--- src/rtl/window_reader_pkg.sv ---
// ----------------------------------------------------------------------------
// window_reader_pkg
//   Shared row-buffer definitions for the window reader and for other users of
//   the len_check occupancy counter.
//   Contents:
//     win_state_t          reader FSM state encoding
//     ROWBUF_WIDTH_DEF     default occupancy count width (matches len_check)
//     ROWBUF_PTR_DEF       default row address width
//     ROWBUF_DATA_DEF      default row data width
//     ROWBUF_NWIN_DEF      default window-count width
// ----------------------------------------------------------------------------
package window_reader_pkg;

  localparam int ROWBUF_WIDTH_DEF = 4;
  localparam int ROWBUF_PTR_DEF   = 4;
  localparam int ROWBUF_DATA_DEF  = 8;
  localparam int ROWBUF_NWIN_DEF  = 8;

  typedef enum logic [1:0] {
    IDLE    = 2'd0,
    WAIT    = 2'd1,
    READ    = 2'd2,
    RELEASE = 2'd3
  } win_state_t;

endpackage

--- src/rtl/window_reader_if.sv ---
// ----------------------------------------------------------------------------
// window_reader_if
//   Bus bundle between the window reader, the row buffer read port, the
//   downstream compute stage and the len_check release port.
//   Signals:
//     rd_en / rd_addr / rd_data       row buffer read port (data one cycle
//                                     after rd_en, held while rd_en=0)
//     out_valid / out_ready / out_data  row stream to the compute stage
//     down_enable / start_row_addr / end_row_addr  window release to len_check
//   Modports:
//     master  window reader side
//     slave   environment side (buffer, compute stage, len_check)
// ----------------------------------------------------------------------------
interface window_reader_if #(
  parameter int POINTER_SIZE = 4,
  parameter int DATA_W       = 8
);

  logic                    rd_en;
  logic [POINTER_SIZE-1:0] rd_addr;
  logic [DATA_W-1:0]       rd_data;

  logic                    out_valid;
  logic                    out_ready;
  logic [DATA_W-1:0]       out_data;

  logic                    down_enable;
  logic [POINTER_SIZE-1:0] start_row_addr;
  logic [POINTER_SIZE-1:0] end_row_addr;

  modport master (
    output rd_en, rd_addr, out_valid, out_data,
           down_enable, start_row_addr, end_row_addr,
    input  rd_data, out_ready
  );

  modport slave (
    input  rd_en, rd_addr, out_valid, out_data,
           down_enable, start_row_addr, end_row_addr,
    output rd_data, out_ready
  );

endinterface

--- src/rtl/window_reader.sv ---
// ----------------------------------------------------------------------------
// window_reader
//   Consumer side of the row-buffer occupancy counter. For each window of a
//   job it waits until len_check reports enough rows, streams those rows out
//   of the buffer by address with a valid/ready handshake, then pulses the
//   window release so len_check can free them.
//   Ports:
//     clk, rst_n      clock, asynchronous active-low reset
//     start           1-cycle job start (sampled only in IDLE)
//     win_len         rows per window (0 makes start ignored)
//     num_win         windows per job (0 makes start ignored)
//     count           rows currently available (from len_check)
//     bus             read port, output stream and release port (master)
//     busy            high whenever a job is in progress
//     done            1-cycle pulse the cycle after the last release
// ----------------------------------------------------------------------------
module window_reader
  import window_reader_pkg::*;
#(
  parameter int WIDTH        = ROWBUF_WIDTH_DEF,
  parameter int POINTER_SIZE = ROWBUF_PTR_DEF,
  parameter int DATA_W       = ROWBUF_DATA_DEF,
  parameter int NWIN_W       = ROWBUF_NWIN_DEF
) (
  input  logic                    clk,
  input  logic                    rst_n,
  input  logic                    start,
  input  logic [POINTER_SIZE-1:0] win_len,
  input  logic [NWIN_W-1:0]       num_win,
  input  logic [WIDTH-1:0]        count,
  window_reader_if.master         bus,
  output logic                    busy,
  output logic                    done
);

  // count and win_len may differ in width; compare both zero-extended
  localparam int CMP_W = (WIDTH > POINTER_SIZE) ? WIDTH : POINTER_SIZE;

  win_state_t              state;
  win_state_t              state_nxt;

  logic [POINTER_SIZE-1:0] base;
  logic [POINTER_SIZE-1:0] rd_ptr;
  logic [POINTER_SIZE-1:0] rows_left;
  logic [POINTER_SIZE-1:0] len_q;
  logic [POINTER_SIZE-1:0] start_q;
  logic [POINTER_SIZE-1:0] end_q;
  logic [NWIN_W-1:0]       windows_left;
  logic                    rd_pending;
  logic                    done_q;

  logic                    start_ok;
  logic                    count_ok;
  logic                    rd_en_c;
  logic                    read_last;
  logic                    last_window;

  // Last row of a window starting at 'first'; wraps around the buffer.
  function automatic logic [POINTER_SIZE-1:0] win_last_row(
    input logic [POINTER_SIZE-1:0] first,
    input logic [POINTER_SIZE-1:0] len
  );
    return first + len - POINTER_SIZE'(1);
  endfunction

  // Next row address, modulo buffer depth.
  function automatic logic [POINTER_SIZE-1:0] ptr_next(
    input logic [POINTER_SIZE-1:0] ptr
  );
    return ptr + POINTER_SIZE'(1);
  endfunction

  assign start_ok    = start && (win_len != '0) && (num_win != '0);
  assign count_ok    = CMP_W'(count) >= CMP_W'(len_q);
  assign read_last   = (rows_left == '0) && rd_pending && bus.out_ready;
  assign last_window = (windows_left == NWIN_W'(1));

  // ---- FSM state register ----
  always_ff @(posedge clk or negedge rst_n) begin
    if (!rst_n) begin
      state <= IDLE;
    end else begin
      state <= state_nxt;
    end
  end

  // ---- FSM next-state ----
  always_comb begin
    state_nxt = state;
    unique case (state)
      IDLE:    if (start_ok)  state_nxt = WAIT;
      WAIT:    if (count_ok)  state_nxt = READ;
      READ:    if (read_last) state_nxt = RELEASE;
      RELEASE: state_nxt = last_window ? IDLE : WAIT;
      default: state_nxt = IDLE;
    endcase
  end

  // ---- FSM outputs ----
  // A new read is only issued when the row already in flight (if any) is
  // being taken this cycle, so the buffer's held data is never overwritten
  // before the consumer sees it.
  always_comb begin
    rd_en_c         = 1'b0;
    bus.down_enable = 1'b0;
    busy            = 1'b0;
    unique case (state)
      IDLE:    busy = 1'b0;
      WAIT:    busy = 1'b1;
      READ: begin
        busy    = 1'b1;
        rd_en_c = (rows_left != '0) && (!rd_pending || bus.out_ready);
      end
      RELEASE: begin
        busy            = 1'b1;
        bus.down_enable = 1'b1;
      end
      default: busy = 1'b0;
    endcase
  end

  assign bus.rd_en          = rd_en_c;
  assign bus.rd_addr        = rd_ptr;
  assign bus.out_valid      = rd_pending;
  // Gated so the stream presents zero whenever nothing is in flight.
  assign bus.out_data       = rd_pending ? bus.rd_data : '0;
  assign bus.start_row_addr = start_q;
  assign bus.end_row_addr   = end_q;
  assign done               = done_q;

  // ---- window bookkeeping and read pipeline ----
  always_ff @(posedge clk or negedge rst_n) begin
    if (!rst_n) begin
      base         <= '0;
      rd_ptr       <= '0;
      rows_left    <= '0;
      len_q        <= '0;
      start_q      <= '0;
      end_q        <= '0;
      windows_left <= '0;
      rd_pending   <= 1'b0;
      done_q       <= 1'b0;
    end else begin
      rd_pending <= rd_en_c | (rd_pending & ~bus.out_ready);
      done_q     <= (state == RELEASE) && last_window;
      unique case (state)
        IDLE: begin
          if (start_ok) begin
            len_q        <= win_len;
            windows_left <= num_win;
          end
        end
        WAIT: begin
          if (count_ok) begin
            rows_left <= len_q;
            rd_ptr    <= base;
          end
        end
        READ: begin
          if (rd_en_c) begin
            rd_ptr    <= ptr_next(rd_ptr);
            rows_left <= rows_left - POINTER_SIZE'(1);
          end
          // Release addresses are loaded on entry to RELEASE and then held
          // until the next window's release.
          if (read_last) begin
            start_q <= base;
            end_q   <= win_last_row(base, len_q);
          end
        end
        RELEASE: begin
          base         <= ptr_next(end_q);
          windows_left <= windows_left - NWIN_W'(1);
        end
        default: begin
          rd_pending <= 1'b0;
        end
      endcase
    end
  end

endmodule

--- src/flat_wrapper.sv ---
// flat-port wrapper written by rule: the top's interface ports become plain ports
module window_reader_flat import window_reader_pkg::*;
#(
  parameter int WIDTH        = ROWBUF_WIDTH_DEF,
  parameter int POINTER_SIZE = ROWBUF_PTR_DEF,
  parameter int DATA_W       = ROWBUF_DATA_DEF,
  parameter int NWIN_W       = ROWBUF_NWIN_DEF
)
  (clk, rst_n, start, win_len, num_win, count, busy, done, bus_rd_en, bus_rd_addr, bus_out_valid, bus_out_data, bus_down_enable, bus_start_row_addr, bus_end_row_addr, bus_rd_data, bus_out_ready);
  window_reader_if #(.POINTER_SIZE(POINTER_SIZE), .DATA_W(DATA_W)) bus_i ();
  input  logic clk;
  input  logic rst_n;
  input  logic start;
  input  logic [POINTER_SIZE-1:0] win_len;
  input  logic [NWIN_W-1:0] num_win;
  input  logic [WIDTH-1:0] count;
  output logic busy;
  output logic done;
  output wire logic [$bits(bus_i.rd_en)-1:0] bus_rd_en;
  output wire logic [$bits(bus_i.rd_addr)-1:0] bus_rd_addr;
  output wire logic [$bits(bus_i.out_valid)-1:0] bus_out_valid;
  output wire logic [$bits(bus_i.out_data)-1:0] bus_out_data;
  output wire logic [$bits(bus_i.down_enable)-1:0] bus_down_enable;
  output wire logic [$bits(bus_i.start_row_addr)-1:0] bus_start_row_addr;
  output wire logic [$bits(bus_i.end_row_addr)-1:0] bus_end_row_addr;
  input wire logic [$bits(bus_i.rd_data)-1:0] bus_rd_data;
  input wire logic [$bits(bus_i.out_ready)-1:0] bus_out_ready;
  assign bus_rd_en = bus_i.rd_en;
  assign bus_rd_addr = bus_i.rd_addr;
  assign bus_out_valid = bus_i.out_valid;
  assign bus_out_data = bus_i.out_data;
  assign bus_down_enable = bus_i.down_enable;
  assign bus_start_row_addr = bus_i.start_row_addr;
  assign bus_end_row_addr = bus_i.end_row_addr;
  assign bus_i.rd_data = bus_rd_data;
  assign bus_i.out_ready = bus_out_ready;
  window_reader #(.WIDTH(WIDTH), .POINTER_SIZE(POINTER_SIZE), .DATA_W(DATA_W), .NWIN_W(NWIN_W)) u_core (.clk(clk), .rst_n(rst_n), .start(start), .win_len(win_len), .num_win(num_win), .count(count), .bus(bus_i), .busy(busy), .done(done));
endmodule
--- config.mk ---
export PLATFORM = sky130hd
export DESIGN_NAME = window_reader_flat
export DESIGN_NICKNAME = d
export VERILOG_FILES = /design/src/rtl/window_reader_pkg.sv /design/src/rtl/window_reader_if.sv /design/src/rtl/window_reader.sv /design/src/flat_wrapper.sv
export SDC_FILE = /design/constraint.sdc
export NUM_CORES = 1
export LEC_CHECK = 0
export CAP_MARGIN = 20
export CORE_MARGIN = 2
export CORE_UTILIZATION = 55
export CTS_BUF_LIST = sky130_fd_sc_hd__clkbuf_4
export CTS_CLUSTER_SIZE = 30
export DETAILED_ROUTE_END_ITERATION = 6
export PLACE_DENSITY = 0.87
export SYNTH_ARGS = -nofsm -noshare
export SYNTH_HDL_FRONTEND = slang
export SYNTH_SLANG_ARGS = --single-unit
--- constraint.sdc ---
create_clock -name clk -period 3.6 [get_ports clk]
set_clock_uncertainty 0.2 [all_clocks]
set_input_delay 0.72 -clock clk [delete_from_list [all_inputs] [get_ports clk]]
set_output_delay 0.72 -clock clk [all_outputs]
set_load 0.01 [all_outputs]
==> metrics.txt, run 1 <==
status completed; core footprint 3910 µm²; Most used DFF post-synth dfrtp_1; CP Data Arrival Time 2.23 ns; FF-to-FF Start u_core.state[0]$_DFFE_PN0P_; CP Max Fanout 17; Starting Density 56.3%; ratio of cells with drive above 1 in the final layout 7.90%; ANT cells 0; number of synthesized flops with an enable pin 0; post-synth cell types 46; syn nets 287; Die W 67.3 µm; Die ar. 4530 µm²; Die Y 67.3 µm; Final Wtd Congestion 0.859; drt first-iter violations 108; Post-Synth XOR/XNOR Area 1.99%; cell depth of the worst flop-to-flop path 5; Leakage 1.25 nW; fill count 319; Clock transition at path regs 0.11 ns; main combinational cell family by area after synthesis simple AND/OR/NAND/NOR gates; Achievable Freq 317 MHz; power per cell area 813 nW/µm²; HPWL after DPL 3670 µm; post-CTS setup buffer count 0; nets@finish 338; setup tns final 0 ns; Max Transition Viols Final 0; Compound-Gate Fraction of Synth Area 17.8%; Worst Setup EP bus_rd_en; final hold vios 0; clock latency on the worst-skew pair 0.35 ns; Max VDD drop 561 µV; drt drc 0; Critical path origin u_core.state[0]$_DFFE_PN0P_; vias per cell 5.41; Seq/Total Area, Yosys 40.9%; mux cell area share after synthesis 3.41%; CTS resizes 0; wire per inst 13.9 µm; asr flop ratio synth 100%; number of H-tree levels 2; final core utilization 71.9%; Crit path required time 2.68 ns; # hold bufs at CTS 0; Crit. End Element output pin; root buf cell clkbuf_4; I/O pin count 53; Post-Route WL 4740 µm; first-pass GRT wire length 7690 µm; row count 23; pin count of the biggest net entering global routing 37; Clock Tree Buf Depth 2; DR pass1 iterations 4; cts bufs inserted 5; Rel. slew slack 47.0%; post-route clock period utilization 87.6%; reg2reg end u_core.bus.rd_addr[0]$_DFFE_PN0P_; clock sink total 36; Final min period 3.15 ns; gr ovfl total 0; Routed Antenna Nets 0; final setup fails 0; Worst Hold Class reg2reg; Netlist Area Pre-Place 2200 µm²; Syn Inst Count 239; antenna violations before repair 0; Post-Synth Simple-Gate Area 18.3%; Ys Warns 0; fin area 2810 µm²; R2R Setup Slk 0.87 ns; vias 1846; total track usage 23.2%; adder-cell share of the synthesized area 11.7%; max_cap viols 0; vias in the first global route 1699; IO Port Bufs 52; CTS tree yes; RSZ-0062 raised after global routing false; critical path type reg2out; Least-Margin Pin Slew 0.794 ns; Syn-to-layout area delta 27.7%; Pwr Total 2.29 mW; Syn Area/Cell 9.22 µm²; post-placement cell area 2760 µm²; Synth Register Bits 36; Critical Path Start Type flip-flop
==> synthesized netlist by cell type, drive strengths merged (2+ instances only) <==
cell    count  area (µm²)
nand3       8        40.0
nand2      31         116
a31oi       2        12.5
clkbuf      6        22.5
or3         2        12.5
nor4        4        25.0
buf         3        13.8
mux2i       3        30.0
o211ai      5        42.5
a211oi      2        25.0
nand3b      2        18.8
ha         19         238
and2        9        56.3
nand4       4        25.0
mux2        4        45.0
nor3b       2        15.0
nor2       10        45.0
xnor2       4        35.0
dfrtp      36         901
o31ai       2        15.0
inv        25        93.8
o21ai      23         115
a21oi      11        58.8
nor3        4        20.0
a211o       3        26.3
==> stage by stage <==
| step | std cells | hold WS (ns) | worst slack, ns |
|---|---|---|---|
| 5_1_grt | 341 | 0.323 | 0.348 |
| 3_5_place_dp | 333 | 0.270 | 0.503 |
| 6_report | 341 | 0.286 | 0.447 |
| 2_1_floorplan | 239 | 0.224 | 1.31 |
| 4_1_cts | 341 | 0.296 | 0.448 |
| 3_3_place_gp | 333 | 0.262 | 0.542 |
==> cells by family after synthesis <==
family,Yosys count
adder cells (fa/ha/maj),20
multiplexers,7
AO/OA/AOI/OAI,57
flip-flops,36
buffers and inverters,34
AND/OR/NAND/NOR,80
XOR/XNOR,5
==> cell type report <==
| cell class | instances | area (µm²) | share of cell area, % |
|---|---|---|---|
| clock inverters | 2 | 11.3 | 0.400 |
| multi-input cells | 169 | 1170 | 41.7 |
| clock buffers | 6 | 45.0 | 1.60 |
| inverters | 25 | 93.8 | 3.33 |
| repair buffers | 53 | 528 | 18.8 |
| flip-flops and latches | 36 | 901 | 32.0 |
| well taps | 50 | 62.6 | 2.22 |
==> sequential cells by signal, summed over array words and instances, names as in the netlist <==
signal / flops
u_core.bus.out_valid: 1
u_core.len_q: 4
u_core.windows_left: 8
u_core.rows_left: 4
u_core.bus.end_row_addr: 4
u_core.state: 2
u_core.bus.start_row_addr: 4
u_core.bus.rd_addr: 4
u_core.base: 4
u_core.done: 1
==> layer usage <==
layer / global-route usage (%) / up-vias / wire length [µm]
met1: 31.3 / 865 / 2210
met4: 7.91 / 0 / 58
li1: - / 933 / -
met5: 0 / - / 0
met3: 6.00 / 7 / 238
met2: 36.1 / 41 / 2230
==> worst min-delay path by stage <==
stage,startpoint,end,cells past startpoint
final,u_core.bus.start_row_addr[2]$_DFFE_PN0P_,u_core.bus.start_row_addr[2]$_DFFE_PN0P_,2
after global routing,u_core.bus.start_row_addr[2]$_DFFE_PN0P_,u_core.bus.start_row_addr[2]$_DFFE_PN0P_,2
after CTS,u_core.bus.start_row_addr[2]$_DFFE_PN0P_,u_core.bus.start_row_addr[2]$_DFFE_PN0P_,2
after detailed placement,u_core.bus.start_row_addr[2]$_DFFE_PN0P_,u_core.bus.start_row_addr[2]$_DFFE_PN0P_,2
after global placement,u_core.bus.start_row_addr[1]$_DFFE_PN0P_,u_core.bus.start_row_addr[1]$_DFFE_PN0P_,2
after floorplan,rst_n,u_core.base[0]$_DFFE_PN0P_,0
==> power by group <==
group	internal [mW]	switching, mW	total, mW
Combinational	0.613	0.698	1.31
Sequential	0.586	0.170	0.756
Clock	0.0819	0.137	0.219
==> critical path, cell delays in order, from the launching register on <==
cell	delay, ns
dfrtp_1	0.41
inv_1	0.17
ha_1	0.55
and2_1	0.23
clkdlybuf4s50_1	0.54
==> cells in the final DEF, fill, tap and decap left out, types with 8 or more instances in the layout <==
cell / instances
and2_1: 9
a21oi_1: 10
dfrtp_1: 36
o21ai_0: 17
clkdlybuf4s50_1: 52
inv_1: 25
nor2_1: 9
ha_1: 19
nand2_1: 31
nand3_1: 8
(Power assumes the default switching activity.)
==> inputs of run 2 (changes only) <==
- CORE_UTILIZATION: 55 -> 54
- CTS_BUF_LIST: sky130_fd_sc_hd__clkbuf_4 -> not set
- PLACE_DENSITY: 0.87 -> 0.86
==> run 2 against run 1 <==
Net effect: sequential power grew 0.9%; first-iteration DRC count grew 77%; non-clock buffer count grew 1; critical path depth grew 1; design area grew 1.6%; clock power grew 38%; combinational power is essentially flat; die area grew 1.7%; setup slack lost 0.0030 ns.
==> metrics.txt, run 2 (same netlist as run 1, synthesis figures left out) <==
critical path type in2out; fill count 314 (-1.6%); fin area 2860 µm² (+1.6%); Final Wtd Congestion 0.886 (+3.2%); DR pass1 iterations 4 (unchanged); Psw 1.03 mW (+2.6%); RSZ-0062 raised after global routing false; Worst path max stage delay 0.55 ns (about the same); pre-CTS WS 0.448 ns (-0.0547 ns); vias 1896 (+2.7%); Pwr Total 2.39 mW (+4.6%); Crit path required time 2.68 ns (about the same); most frequent cells in the layout clkdlybuf4s50_1 (52), dfrtp_1 (36), nand2_1 (31); vias per cell 5.54 (+2.4%); Post-Route WL 5060 µm (+6.7%); most frequent CP cell clkdlybuf4s50_1; post-CTS setup buffer count 0 (unchanged); status completed; clock latency on the worst-skew pair 0.28 ns (-0.07 ns); final hold vios 0 (unchanged); HPWL after DPL 3750 µm (+2.0%); Internal 1.36 mW (+6.2%); setup tns final 0 ns (unchanged); cts bufs inserted 5 (unchanged); number of H-tree levels 2 (unchanged); max reg flops 8 (unchanged); Clock Tree Buf Depth 2 (unchanged); first-pass GRT wire length 8100 µm (+5.3%); final cell count without fillers 342 (+0.29%); Leakage 1.27 nW (+1.6%); wire per inst 14.8 µm (+6.4%); Routed Antenna Nets 0 (unchanged); CP Cell Sequence clkdlybuf4s50_1 > inv_1 > a21oi_1 > and2_1 > clkdlybuf4s50_1; drt drc 0 (unchanged); Die W 67.9 µm (+0.86%); vias in the first global route 1767 (+4.0%); final setup fails 0 (unchanged); max_cap viols 0 (unchanged); Die ar. 4610 µm² (+1.7%); Crit path max-delay family buffers and inverters; gr ovfl total 0 (unchanged); Achievable Freq 317 MHz (about the same); antenna violations before repair 0 (unchanged); CTS tree yes; ratio of cells with drive above 1 in the final layout 8.22% (+0.32 points); CP Max Fanout 2 (-15); Critical-path top delay cell clkdlybuf4s50_1; CP Data Arrival Time 2.24 ns (about the same); CTS resizes 0 (unchanged); I/O pin count 53 (unchanged); post-placement cell area 2770 µm² (+0.27%); root buf cell clkbuf_8; Starting Density 55.5% (-0.82 points); Clock Power Share 12.6% (+3.0 points); final core utilization 72.0% (+0.092 points); Rel. slew slack 43.6% (-3.4 points); Syn-to-layout area delta 29.8%; nets@finish 339 (+0.30%); core footprint 3970 µm² (+1.5%); Worst Hold Class reg2reg; Final WS setup 0.444 ns (-0.00299 ns); Crit. End Element output pin; Max Transition Viols Final 0 (unchanged); Least-Margin Pin Slew 0.844 ns (+0.0501 ns); commonest non-fill, non-tap cell in the layout clkdlybuf4s50_1; Max VDD drop 442 µV (-21%); logic gate share of total power 55.5% (-1.8 points); row count 23 (unchanged); clock sink total 36 (unchanged); IO Port Bufs 52 (unchanged); Biggest register u_core.windows_left; Final min period 3.16 ns (+0.00299 ns); Critical Path Start Type primary input; Clock transition at path regs 0.07 ns (-0.04 ns); Fin Hold WS 0.279 ns (-0.00750 ns); pin count of the biggest net entering global routing 37 (unchanged); ANT cells 0 (unchanged); CP bufs+invs 3 (+1); drt first-iter violations 191 (+77%); # hold bufs at CTS 0 (unchanged); post-route clock period utilization 87.7% (about the same); DP Cell Count 334 (+0.30%); Seq pwr share 31.9% (-1.2 points); power per cell area 837 nW/µm² (+3.0%); sw frac 43.1% (-0.86 points); total track usage 23.6% (+0.46 points); Die Y 67.9 µm (+0.86%)
-- run 2: final cells by class --
class / count / area (µm²) / share of cell area, %
multi-input combinational: 169 / 1170 / 41.0
sequential: 36 / 901 / 31.5
timing repair buffer: 54 / 536 / 18.7
inverter: 25 / 93.8 / 3.28
clock buffer: 7 / 86.3 / 3.02
tap: 50 / 62.6 / 2.19
clock inverter: 1 / 7.51 / 0.263
-- run 2: worst reg2reg max path, stage by stage, from the launching register on --
cell	delay (ns)
dfrtp_1	0.40
inv_1	0.17
ha_1	0.53
inv_1	0.28
o211ai_2	0.63
nor4_1	0.12
a211o_1	0.29
-- run 2: routing by layer --
layer / GRT usage (%) / share of wire, % / routed length [µm] / up-vias
met4: 6.25 / 0.81 / 41 / 0
li1: - / - / - / 934
met2: 40.3 / 49 / 2470 / 53
met1: 31.3 / 45 / 2290 / 904
met3: 3.78 / 5.1 / 259 / 5
met5: 0 / 0 / 0 / -
-- run 2: power by group through the flow --
stage / clock network, mW / logic, mW / registers, mW
2_1_floorplan: 0 / 0.909 / 0.745
3_3_place_gp: 0 / 1.27 / 0.755
3_5_place_dp: 0 / 1.32 / 0.768
4_1_cts: 0.306 / 1.33 / 0.760
5_1_grt: 0.323 / 1.49 / 0.788
6_report: 0.302 / 1.33 / 0.763
-- run 2: path summary, 6_finish.rpt --
kind | startpoint | to | slack (ns) | cells past startpoint
setup / recovery | bus_out_ready | bus_rd_en | 0.44 | 5
hold / removal | u_core.bus.start_row_addr[2]$_DFFE_PN0P_ | u_core.bus.start_row_addr[2]$_DFFE_PN0P_ | 0.28 | 2
setup reg to reg | u_core.state[0]$_DFFE_PN0P_ | u_core.bus.rd_addr[3]$_DFFE_PN0P_ | 0.86 | 6
hold reg to reg | u_core.bus.start_row_addr[2]$_DFFE_PN0P_ | u_core.bus.start_row_addr[2]$_DFFE_PN0P_ | 0.28 | 2
max in group asynchronous | rst_n | u_core.bus.end_row_addr[2]$_DFFE_PN0P_ | 2.21 | 2
min in group asynchronous | rst_n | u_core.bus.rd_addr[3]$_DFFE_PN0P_ | 0.66 | 2
